--- config.mk ---
export PLATFORM = sky130hd
export DESIGN_NAME = tsoip_dgram_sched_flat
export DESIGN_NICKNAME = d
export VERILOG_FILES = /design/src/rtl/tsoip_dgram_sched_if.sv /design/src/rtl/tsoip_dgram_sched.sv /design/src/flat_wrapper.sv
export SDC_FILE = /design/constraint.sdc
export NUM_CORES = 1
export LEC_CHECK = 0
export CAP_MARGIN = 0
export CELL_PAD_IN_SITES_DETAIL_PLACEMENT = 0
export CELL_PAD_IN_SITES_GLOBAL_PLACEMENT = 1
export CORE_ASPECT_RATIO = 2
export CORE_UTILIZATION = 50
export DETAILED_ROUTE_END_ITERATION = 16
export DONT_BUFFER_PORTS = 1
export GPL_TIMING_DRIVEN = 0
export PLACE_DENSITY_LB_ADDON = 0.25
export REMOVE_ABC_BUFFERS = 1
export SLEW_MARGIN = 15
export SYNTH_ARGS = -nofsm -noshare
export SYNTH_HDL_FRONTEND = slang
export SYNTH_SLANG_ARGS = --single-unit
--- constraint.sdc ---
create_clock -name i_Clk -period 7.55 [get_ports i_Clk]
set_input_delay 1.1325 -clock i_Clk [delete_from_list [all_inputs] [get_ports i_Clk]]
set_output_delay 1.1325 -clock i_Clk [all_outputs]
set_load 0.02 [all_outputs]
--- src/rtl/tsoip_dgram_sched_if.sv ---
// tsoip_dgram_sched_if: byte stream produced by the datagram scheduler.
//   o_Data     output byte
//   o_Valid    o_Data carries a datagram byte
//   o_Sync     first byte of a datagram
//   o_End      last byte of a datagram
//   o_Stuffed  with o_End: the datagram carried at least one null packet
// master = scheduler side, slave = consumer side.
interface tsoip_dgram_sched_if;
  logic [7:0] o_Data;
  logic       o_Valid;
  logic       o_Sync;
  logic       o_End;
  logic       o_Stuffed;

  modport master (output o_Data, o_Valid, o_Sync, o_End, o_Stuffed);
  modport slave  (input  o_Data, o_Valid, o_Sync, o_End, o_Stuffed);
endinterface

--- src/rtl/tsoip_dgram_sched.sv ---
// tsoip_dgram_sched: assembles TS-over-IP datagrams from NUM_CH TS FIFOs.
// A datagram is an HDR_LEN-byte header read from an external header RAM,
// followed by exactly K TS packets; packets the granted FIFO cannot supply
// are replaced by null packets. Channels are picked round-robin once they
// hold K packets, or on a flush timeout once they hold at least one.
// Ports:
//   i_Clk, i_Rst      clock, synchronous active-high reset
//   i_Enable          allows new grants
//   i_NumPkt          packets per datagram (0 -> 1, clamped to MAX_PKTS)
//   i_PktLen          bytes per TS packet
//   i_Timeout         flush timeout in cycles, 0 disables flushing
//   i_Level           packed per-channel FIFO levels
//   i_HdrData         header RAM q (1-cycle latency)
//   i_PayData         selected FIFO q (1-cycle latency)
//   o_Chan            granted channel (steers header RAM and payload mux)
//   o_RdHdr/o_HdrAddr header RAM read enable / address
//   o_RdPay           one-hot FIFO read request
//   dgramOut          output byte stream (see tsoip_dgram_sched_if)
module tsoip_dgram_sched #(
  parameter  int NUM_CH   = 2,
  parameter  int LVL_W    = 11,
  parameter  int HDR_LEN  = 42,
  parameter  int MAX_PKTS = 7,
  parameter  int IFG      = 12,
  parameter  int TMO_W    = 16,
  localparam int CH_W     = (NUM_CH > 1) ? $clog2(NUM_CH) : 1
) (
  input  logic                    i_Clk,
  input  logic                    i_Rst,
  input  logic                    i_Enable,
  input  logic [2:0]              i_NumPkt,
  input  logic [7:0]              i_PktLen,
  input  logic [TMO_W-1:0]        i_Timeout,
  input  logic [NUM_CH*LVL_W-1:0] i_Level,
  input  logic [7:0]              i_HdrData,
  input  logic [7:0]              i_PayData,
  output logic [CH_W-1:0]         o_Chan,
  output logic                    o_RdHdr,
  output logic [5:0]              o_HdrAddr,
  output logic [NUM_CH-1:0]       o_RdPay,
  tsoip_dgram_sched_if.master     dgramOut
);

  localparam int NEED_W = LVL_W + 3;
  localparam int REM_W  = (LVL_W > 8) ? LVL_W : 8;

  typedef enum logic [2:0] {IDLE, HDR, PAY, NUL, GAP} stateT;
  typedef enum logic [1:0] {SRC_NONE, SRC_HDR, SRC_PAY, SRC_NUL} srcT;

  stateT stateQ, stateNext;

  logic [LVL_W-1:0]  lvl [NUM_CH];
  logic [TMO_W-1:0]  tmr [NUM_CH];
  logic [NUM_CH-1:0] hasPkt, fullElig, flushElig, elig;
  logic [2:0]        kEff;
  logic [NEED_W-1:0] need;

  logic [CH_W-1:0]   ptrQ, grantChan;
  logic              grantValid, doGrant;
  logic [7:0]        cnt;
  logic [2:0]        kQ, slotQ;
  logic [7:0]        pktLenQ;
  logic [REM_W-1:0]  remQ;
  logic              stuffQ;
  logic              hdrLast, byteLast, slotLast, slotReal, slotEnter, gapLast;

  logic              validQ, syncQ, endQ, stuffedQ;
  srcT               srcQ;
  logic [7:0]        nulQ, nulByte;

  // Eligibility from the live inputs; only the grant snapshot is held.
  always_comb begin
    // NOTE: every variable of a combinational block gets a value on every
    // path first, otherwise synthesis infers a latch.
    kEff = i_NumPkt;
    if (i_NumPkt == 3'd0)
      kEff = 3'd1;
    else if (int'(i_NumPkt) > MAX_PKTS)
      kEff = 3'(MAX_PKTS);
  end

  assign need = NEED_W'(kEff) * NEED_W'(i_PktLen);

  for (genvar c = 0; c < NUM_CH; c++) begin : g_ch
    assign lvl[c]       = i_Level[c*LVL_W +: LVL_W];
    assign hasPkt[c]    = NEED_W'(lvl[c]) >= NEED_W'(i_PktLen);
    assign fullElig[c]  = NEED_W'(lvl[c]) >= need;
    assign flushElig[c] = (i_Timeout != '0) && (tmr[c] >= i_Timeout);
    // A channel holding less than one packet is never granted, even if a
    // stale timer value says otherwise.
    assign elig[c]      = hasPkt[c] && (fullElig[c] || flushElig[c]);
  end

  // Round-robin search starting at the channel after the last grant.
  always_comb begin
    int idx;
    idx        = 0;
    grantChan  = '0;
    grantValid = 1'b0;
    for (int i = 0; i < NUM_CH; i++) begin
      idx = int'(ptrQ) + i;
      if (idx >= NUM_CH) idx = idx - NUM_CH;
      if (!grantValid && elig[idx]) begin
        grantValid = 1'b1;
        grantChan  = CH_W'(idx);
      end
    end
  end

  assign doGrant   = (stateQ == IDLE) && i_Enable && grantValid;
  assign hdrLast   = (stateQ == HDR) && (cnt == 8'(HDR_LEN - 1));
  assign byteLast  = ((stateQ == PAY) || (stateQ == NUL)) && (cnt == pktLenQ - 8'd1);
  assign slotLast  = (slotQ == kQ - 3'd1);
  assign slotReal  = remQ >= REM_W'(pktLenQ);
  assign slotEnter = hdrLast || (byteLast && !slotLast);
  assign gapLast   = (stateQ == GAP) && (cnt == 8'(IFG - 1));

  // FSM: state register.
  always_ff @(posedge i_Clk) begin
    // NOTE: sequential state uses non-blocking assignments so every register
    // samples its inputs from before the edge, regardless of block order.
    if (i_Rst) stateQ <= IDLE;
    else       stateQ <= stateNext;
  end

  // FSM: next state. Slots follow the header and each other with no bubble.
  always_comb begin
    stateNext = stateQ;
    unique case (stateQ)
      IDLE: if (doGrant) stateNext = HDR;
      HDR:  if (hdrLast) stateNext = slotReal ? PAY : NUL;
      PAY, NUL:
        if (byteLast) begin
          if (slotLast) stateNext = GAP;
          else          stateNext = slotReal ? PAY : NUL;
        end
      GAP:  if (gapLast) stateNext = IDLE;
      default: stateNext = IDLE;
    endcase
  end

  // FSM: request outputs.
  always_comb begin
    o_RdHdr   = (stateQ == HDR);
    o_HdrAddr = (stateQ == HDR) ? cnt[5:0] : 6'd0;
    o_RdPay   = '0;
    if (stateQ == PAY) o_RdPay[o_Chan] = 1'b1;
  end

  // Null packet: 0x47 sync, PID 0x1FFF, payload-only, then 0xFF stuffing.
  always_comb begin
    case (cnt)
      8'd0:    nulByte = 8'h47;
      8'd1:    nulByte = 8'h1F;
      8'd3:    nulByte = 8'h10;
      default: nulByte = 8'hFF;
    endcase
  end

  // Datapath: phase counter, grant snapshot, slot bookkeeping, flush timers.
  always_ff @(posedge i_Clk) begin
    // NOTE: reset is synchronous; every register, timers included, is
    // cleared so the pointer and counters start from a known state.
    if (i_Rst) begin
      cnt     <= '0;
      o_Chan  <= '0;
      ptrQ    <= '0;
      kQ      <= '0;
      pktLenQ <= '0;
      remQ    <= '0;
      slotQ   <= '0;
      stuffQ  <= 1'b0;
      for (int c = 0; c < NUM_CH; c++) tmr[c] <= '0;
    end else begin
      if ((stateQ == IDLE) || hdrLast || byteLast || gapLast) cnt <= '0;
      else                                                    cnt <= cnt + 8'd1;

      if (doGrant) begin
        o_Chan  <= grantChan;
        ptrQ    <= (grantChan == CH_W'(NUM_CH - 1)) ? '0 : grantChan + 1'b1;
        kQ      <= kEff;
        pktLenQ <= i_PktLen;
        remQ    <= REM_W'(lvl[grantChan]);
        slotQ   <= '0;
        stuffQ  <= 1'b0;
      end

      // Decide real vs null for the slot being entered.
      if (slotEnter) begin
        if (slotReal) remQ   <= remQ - REM_W'(pktLenQ);
        else          stuffQ <= 1'b1;
      end
      if (byteLast) slotQ <= slotQ + 3'd1;

      for (int c = 0; c < NUM_CH; c++) begin
        if ((doGrant && (grantChan == CH_W'(c))) || !hasPkt[c])
          tmr[c] <= '0;
        else if (!fullElig[c] && (tmr[c] != '1))
          tmr[c] <= tmr[c] + 1'b1;
      end
    end
  end

  // Output stage: request cycle delayed by one clock to meet RAM/FIFO q.
  always_ff @(posedge i_Clk) begin
    if (i_Rst) begin
      validQ   <= 1'b0;
      syncQ    <= 1'b0;
      endQ     <= 1'b0;
      stuffedQ <= 1'b0;
      srcQ     <= SRC_NONE;
      nulQ     <= '0;
    end else begin
      validQ   <= (stateQ == HDR) || (stateQ == PAY) || (stateQ == NUL);
      syncQ    <= (stateQ == HDR) && (cnt == 8'd0);
      endQ     <= byteLast && slotLast;
      stuffedQ <= byteLast && slotLast && stuffQ;
      nulQ     <= nulByte;
      case (stateQ)
        HDR:     srcQ <= SRC_HDR;
        PAY:     srcQ <= SRC_PAY;
        NUL:     srcQ <= SRC_NUL;
        default: srcQ <= SRC_NONE;
      endcase
    end
  end

  always_comb begin
    case (srcQ)
      SRC_HDR: dgramOut.o_Data = i_HdrData;
      SRC_PAY: dgramOut.o_Data = i_PayData;
      SRC_NUL: dgramOut.o_Data = nulQ;
      default: dgramOut.o_Data = 8'h00;
    endcase
  end

  assign dgramOut.o_Valid   = validQ;
  assign dgramOut.o_Sync    = syncQ;
  assign dgramOut.o_End     = endQ;
  assign dgramOut.o_Stuffed = stuffedQ;

endmodule

--- src/flat_wrapper.sv ---
// flat-port wrapper written by rule: the top's interface ports become plain ports
module tsoip_dgram_sched_flat 
#(
  parameter  int NUM_CH   = 2,
  parameter  int LVL_W    = 11,
  parameter  int HDR_LEN  = 42,
  parameter  int MAX_PKTS = 7,
  parameter  int IFG      = 12,
  parameter  int TMO_W    = 16,
  localparam int CH_W     = (NUM_CH > 1) ? $clog2(NUM_CH) : 1
)
  (i_Clk, i_Rst, i_Enable, i_NumPkt, i_PktLen, i_Timeout, i_Level, i_HdrData, i_PayData, o_Chan, o_RdHdr, o_HdrAddr, o_RdPay, dgramOut_o_Data, dgramOut_o_Valid, dgramOut_o_Sync, dgramOut_o_End, dgramOut_o_Stuffed);
  tsoip_dgram_sched_if dgramOut_i ();
  input  logic i_Clk;
  input  logic i_Rst;
  input  logic i_Enable;
  input  logic [2:0] i_NumPkt;
  input  logic [7:0] i_PktLen;
  input  logic [TMO_W-1:0] i_Timeout;
  input  logic [NUM_CH*LVL_W-1:0] i_Level;
  input  logic [7:0] i_HdrData;
  input  logic [7:0] i_PayData;
  output logic [CH_W-1:0] o_Chan;
  output logic o_RdHdr;
  output logic [5:0] o_HdrAddr;
  output logic [NUM_CH-1:0] o_RdPay;
  output wire logic [$bits(dgramOut_i.o_Data)-1:0] dgramOut_o_Data;
  output wire logic [$bits(dgramOut_i.o_Valid)-1:0] dgramOut_o_Valid;
  output wire logic [$bits(dgramOut_i.o_Sync)-1:0] dgramOut_o_Sync;
  output wire logic [$bits(dgramOut_i.o_End)-1:0] dgramOut_o_End;
  output wire logic [$bits(dgramOut_i.o_Stuffed)-1:0] dgramOut_o_Stuffed;
  assign dgramOut_o_Data = dgramOut_i.o_Data;
  assign dgramOut_o_Valid = dgramOut_i.o_Valid;
  assign dgramOut_o_Sync = dgramOut_i.o_Sync;
  assign dgramOut_o_End = dgramOut_i.o_End;
  assign dgramOut_o_Stuffed = dgramOut_i.o_Stuffed;
  tsoip_dgram_sched #(.NUM_CH(NUM_CH), .LVL_W(LVL_W), .HDR_LEN(HDR_LEN), .MAX_PKTS(MAX_PKTS), .IFG(IFG), .TMO_W(TMO_W)) u_core (.i_Clk(i_Clk), .i_Rst(i_Rst), .i_Enable(i_Enable), .i_NumPkt(i_NumPkt), .i_PktLen(i_PktLen), .i_Timeout(i_Timeout), .i_Level(i_Level), .i_HdrData(i_HdrData), .i_PayData(i_PayData), .o_Chan(o_Chan), .o_RdHdr(o_RdHdr), .o_HdrAddr(o_HdrAddr), .o_RdPay(o_RdPay), .dgramOut(dgramOut_i));
endmodule
After elaboration in Yosys (flattened, before gate mapping) --
Memories as Yosys holds them, arrays and structs flattened. Cells that the tools add are included. Widths: inputs -> output; s select.
Cells by class: $mul 1, equality and inequality tests 19, bitwise gates (word level) 6, order comparisons 14, reductions and logical operators 44, $add $sub $neg 11, muxes and demuxes 59
Operator list (number):
- $mux 11 | 6
- $lt 32x3->1 const B | 2
- $mux 16 | 4
- $mux 32 | 2
- $pmux 8 s3 | 2
- $ge 11x8->1 | 3
- $add 16x1->16 const B | 2
- $ge 16x16->1 | 2
- $ge 32x3->1 const B | 1
- $mux 1 | 32
- $ne 16x16->1 const B | 2
- $sub 32x3->32 const B | 1
- $mux 3 | 8
- $ge 11x11->1 | 2
- $logic_and 1x1->1 | 19
- $reduce_bool 16->1 | 1
- $pmux 3 s4 | 1
- $logic_or 1x1->1 | 11
- $mul 3x8->11 | 1
- $sub 11x8->11 | 1
- $add 8x1->8 const B | 1
- $eq 8x1->1 const B | 1
- $eq 8x2->1 const B | 1
- $eq 8x4->1 const B | 1
- 32 further kinds | 47
Word-level totals: bits in writable memories 32, input port bits 68, register bits after elaboration 53, output and inout port bits 22, word-level logic and storage cells 170, memories kept 1
Memory list:
- u_core.tmr | words 2, width 16, rd ports 2, clocked after Yosys merged registers in 0, wr ports 2, line tsoip_dgram_sched.sv:53 | logic [TMO_W-1:0] tmr [NUM_CH];

Longest topological paths before layout --
depth in word-level cells 21, depth in mapped cells 24, gate-level depth less buffers 21

Worst setup path after synthesis --
No wires, ideal clock.
kind input port to flip-flop, start point in i_NumPkt[1], end point mem u_core.tmr[0][0] (enable), data required time 7.178 ns, library setup time 0.372 ns, cell stages on the path 22, path buffers 2, data arrival time 5.720 ns, setup slack 1.459 ns, path through clkbuf_1 o21bai_1 nand2_1 fa_1 inv_1 ha_1 inv_1 fa_1 nand2b_1 nand2b_1 a211o_1 nand2_1 ha_1 a21oi_1 and3_1 o21ai_0 maj3_1 o311a_1 o21ba_1 a211oi_2 buf_2 or4_1
RTL lines:
- start, declared | line flat_wrapper.sv:17 | input logic [2:0] i_NumPkt;
- end, declared | line tsoip_dgram_sched.sv:53

==> reports/metrics.cfg <==
[grt]
gr-usage-met2_pct = 49.2
gr-total-overflow = 0
grt_pass1_wl_um = 29300
antenna_found_initial = 0
met1_usage_pct = 24.1
grt.total_usage_pct = 25.6
grt_max_degree = 45
grt_pass1_vias = 6296
grt_use_met3_pct = 5.07
grt-busiest-layer = met2

[final_layout]
final_area_mm2 = 0.00754
diodes = 0
nFillCells = 1345
syn2layout_area_growth_pct = 5.61
final_nets = 971
fin_cells = 999
drive_above_1_share_pct = 4.94

[timing]
period_share_pct = 90.8
finalSetupViolCount = 0
holdWs_ns = 0.480
rsz0062_at_grt = false
finClkSkew_ns = 0.0143
slew_headroom_pct = 24.3
tightest_slew_ns = 1.14
timing.fmax_mhz = 146
fin_ws_ns = 0.696
hold_violations = 0
fin_crit_ns = 6.85
maxSlewViolCount = 0

[setup_path]
cp_max_fo = 16
crit_type = in2reg
slowest_stage = a211oi_2
end_kind = flop
cpPeakStageDelay_ns = 0.72
crit_arrival_ns = 6.82
setup.worst_path.start_class = primary input
crit_chain = o21bai_1 -> nand2_1 -> fa_1 -> inv_1 -> ha_1 -> inv_1 -> fa_1 -> nand2b_1 -> nand2b_1 -> a211o_1 -> nand2_1 -> ha_1 -> a21oi_1 -> and3_1 -> o21ai_0 -> maj3_1 -> o311a_1 -> o21ba_1 -> a211oi_2 -> or4_1
required_ns = 7.52

[clocking]
htree_levels = 3
post_cts_buffers = 0
cts_tree = yes
cts.sink_count = 82
cts_resized = 0
clock-root-buffer = clkbuf_16
insertion_delay_ns = 0.34
cts_buffer_depth = 2
hold_buffers = 0
clkSlewWorstSetupHoldPaths_ns = 0.06
cts_buffers = 9

[power]
power.density_mw_per_mm2 = 262
p_total_mw = 1.98
combinationalPowerShare_pct = 44.5
netSwitchingFraction_pct = 40.8
seqPwrFrac_pct = 34.5
clockPowerShare_pct = 21.0
p_switching_mw = 0.807
peakVddDrop_mv = 0.149
p_int_mw = 1.17
leakagePower_nw = 3.24

[floorplanning]
fp.dieW_um = 86.5
dieArea_mm2 = 0.0148
die_h_um = 171
core_mm2 = 0.0139
start_util_pct = 51.4
io_pins = 90
row_count = 61

[place]
hpwl_um = 15000
gp_congestion = 0.938
place_ws_ns = 0.357
placed_area_mm2 = 0.00727
placed_cells = 983
io_buffers = 0

[synth]
postSynthCellCount = 823
ys_seq_area_share_pct = 27.5
synth_edf_count = 32
synthArstFlopShare_pct = 0
ys.flop_type = dfxtp_1
synth_cell_types = 74
ys_warn_count = 0
postSynthAreaPerCell_um2 = 8.68
synth_area_mm2 = 0.00714
synth_seq_cells = 82

[detailed_routing]
drc_errors = 0
finalWirelength_um = 18400
ant_nets = 0
dr.pass1.iters = 5
vias = 6044
via_per_inst = 6.05
wl_per_cell_um = 18.4
drt-initial-drc-count = 277

[hold_path]
min_path_type = reg2reg

[run_status]
status = finished, final reports clean

[run]
cap_violations = 0

==> per-stage QoR <==
| step | utilization, % | TNS (ns) |
|---|---|---|
| floorplan | - | 0 |
| global placement | 52.0 | -1.09 |
| detailed placement | 52.3 | 0 |
| CTS | 54.3 | 0 |
| global route | 54.3 | 0 |
| finish | 54.3 | 0 |
==> critical path: cells and delay by family <==
family | cells | cell delay, ns
buffers and inverters | 2 | 0.14
and+or+nand+nor | 6 | 1.38
adders and majority gates | 5 | 1.79
AOI/OAI and AO/OA | 7 | 2.37
==> power groups by stage <==
stage / Clock, mW / Combinational (mW) / Sequential [mW]
floorplan: 0 / 0.697 / 0.651
CTS: 0.421 / 0.883 / 0.684
global placement: 0 / 0.826 / 0.688
finish: 0.415 / 0.881 / 0.683
global route: 0.437 / 0.989 / 0.696
detailed placement: 0 / 0.875 / 0.694
==> per-layer routing <==
metal / part of all wire [%] / routed length, um
met5: 0 / 0
met4: 5.2 / 960
met3: 4.7 / 863
met2: 55 / 10100
met1: 35 / 6430
==> cell type report <==
type,count,area (um2),share of cell area (%)
Clock inverter,6,46.3,0.614
Multi-Input combinational cell,639,4770,63.2
Timing Repair Buffer,1,27.5,0.365
Sequential cell,82,1960,26.0
Tap cell,189,236,3.14
Clock buffer,10,229,3.04
Inverter,72,270,3.58
==> synthesized netlist by cell type (4+ instances only) <==
cell	number	area (um2)
and4_1	4	35.0
mux2i_1	11	110
nor4_1	12	75.1
nor2_1	77	289
o31ai_1	4	30.0
inv_1	72	270
clkbuf_1	19	71.3
a22o_1	10	87.6
and3_1	15	93.8
a211oi_1	10	75.1
or4_1	4	30.0
a21o_1	21	158
a222oi_1	8	80.1
nand4_1	13	81.3
and2_1	18	113
a2111oi_0	4	35.0
a21oi_1	46	230
nor2b_1	10	62.6
a31oi_1	9	56.3
o21ai_1	5	25.0
a211o_1	4	35.0
o21a_1	6	45.0
nand3_1	30	150
ha_1	90	1130
fa_1	8	160
nor3_1	11	55.1
or3_1	4	25.0
buf_2	8	40.0
dfxtp_1	50	1000
xnor2_1	27	236
edfxtp_1	32	961
nand2b_1	11	68.8
xor2_1	31	272
nor2_4	8	90.1
o21ai_0	19	95.1
nand2_1	48	180
a21boi_0	4	30.0
==> state kept, by name, indices dropped and copies added (netlist names) <==
register and count:
u_core.dgramOut.o_Valid 1, u_core.srcQ 2, u_core.dgramOut.o_Sync 1, u_core.nulQ 5
u_core.remQ 11, u_core.cnt 8, u_core.dgramOut.o_End 1, u_core.tmr 32
u_core.slotQ 3, u_core.stateQ 3, u_core.pktLenQ 8, u_core.stuffQ 1
u_core.o_Chan 1, u_core.dgramOut.o_Stuffed 1, u_core.kQ 3, u_core.ptrQ 1
==> kinds of logic (layout without fill, tap and decap cells) <==
| group | after synthesis | count (layout) | share of synthesized area [%] |
|---|---|---|---|
| compound gates | 186 | 186 | 18.5 |
| xor+xnor | 58 | 58 | 7.11 |
| fa+ha+maj | 100 | 100 | 18.3 |
| buf+inv | 102 | 89 | 5.89 |
| flops | 82 | 82 | 27.5 |
| mux | 14 | 14 | 2.02 |
| simple gates | 281 | 281 | 20.7 |
==> placed cells by master (no fill, tap or decap), types with 9 or more instances in the layout <==
master,instances
a21o_1,21
nand2_1,48
edfxtp_1,32
mux2i_1,11
nand2b_1,11
nor4_1,12
nand4_1,13
o21ai_0,19
a31oi_1,9
and3_1,15
ha_1,90
xor2_1,31
inv_1,72
nand3_1,30
and2_1,18
nor3_1,11
a21oi_1,46
clkbuf_16,9
nor2b_1,10
a211oi_1,10
dfxtp_1,50
nor2_1,77
a22o_1,10
xnor2_1,27
==> worst paths after layout <==
path         slack [ns]  depth (start not counted)                            from                                   end
max                0.70                         20                     i_NumPkt[1]        u_core.tmr[0][3]$_SDFFCE_PN0P_
min                0.48                          1        u_core.stuffQ$_SDFF_PP0_  u_core.dgramOut.o_Stuffed$_SDFF_PP0_
max reg2reg        3.63                          9  u_core.tmr[0][2]$_SDFFCE_PN0P_        u_core.tmr[0][3]$_SDFFCE_PN0P_
min reg2reg        0.48                          1        u_core.stuffQ$_SDFF_PP0_  u_core.dgramOut.o_Stuffed$_SDFF_PP0_
Note: power is estimated with default switching activity, not from simulation.
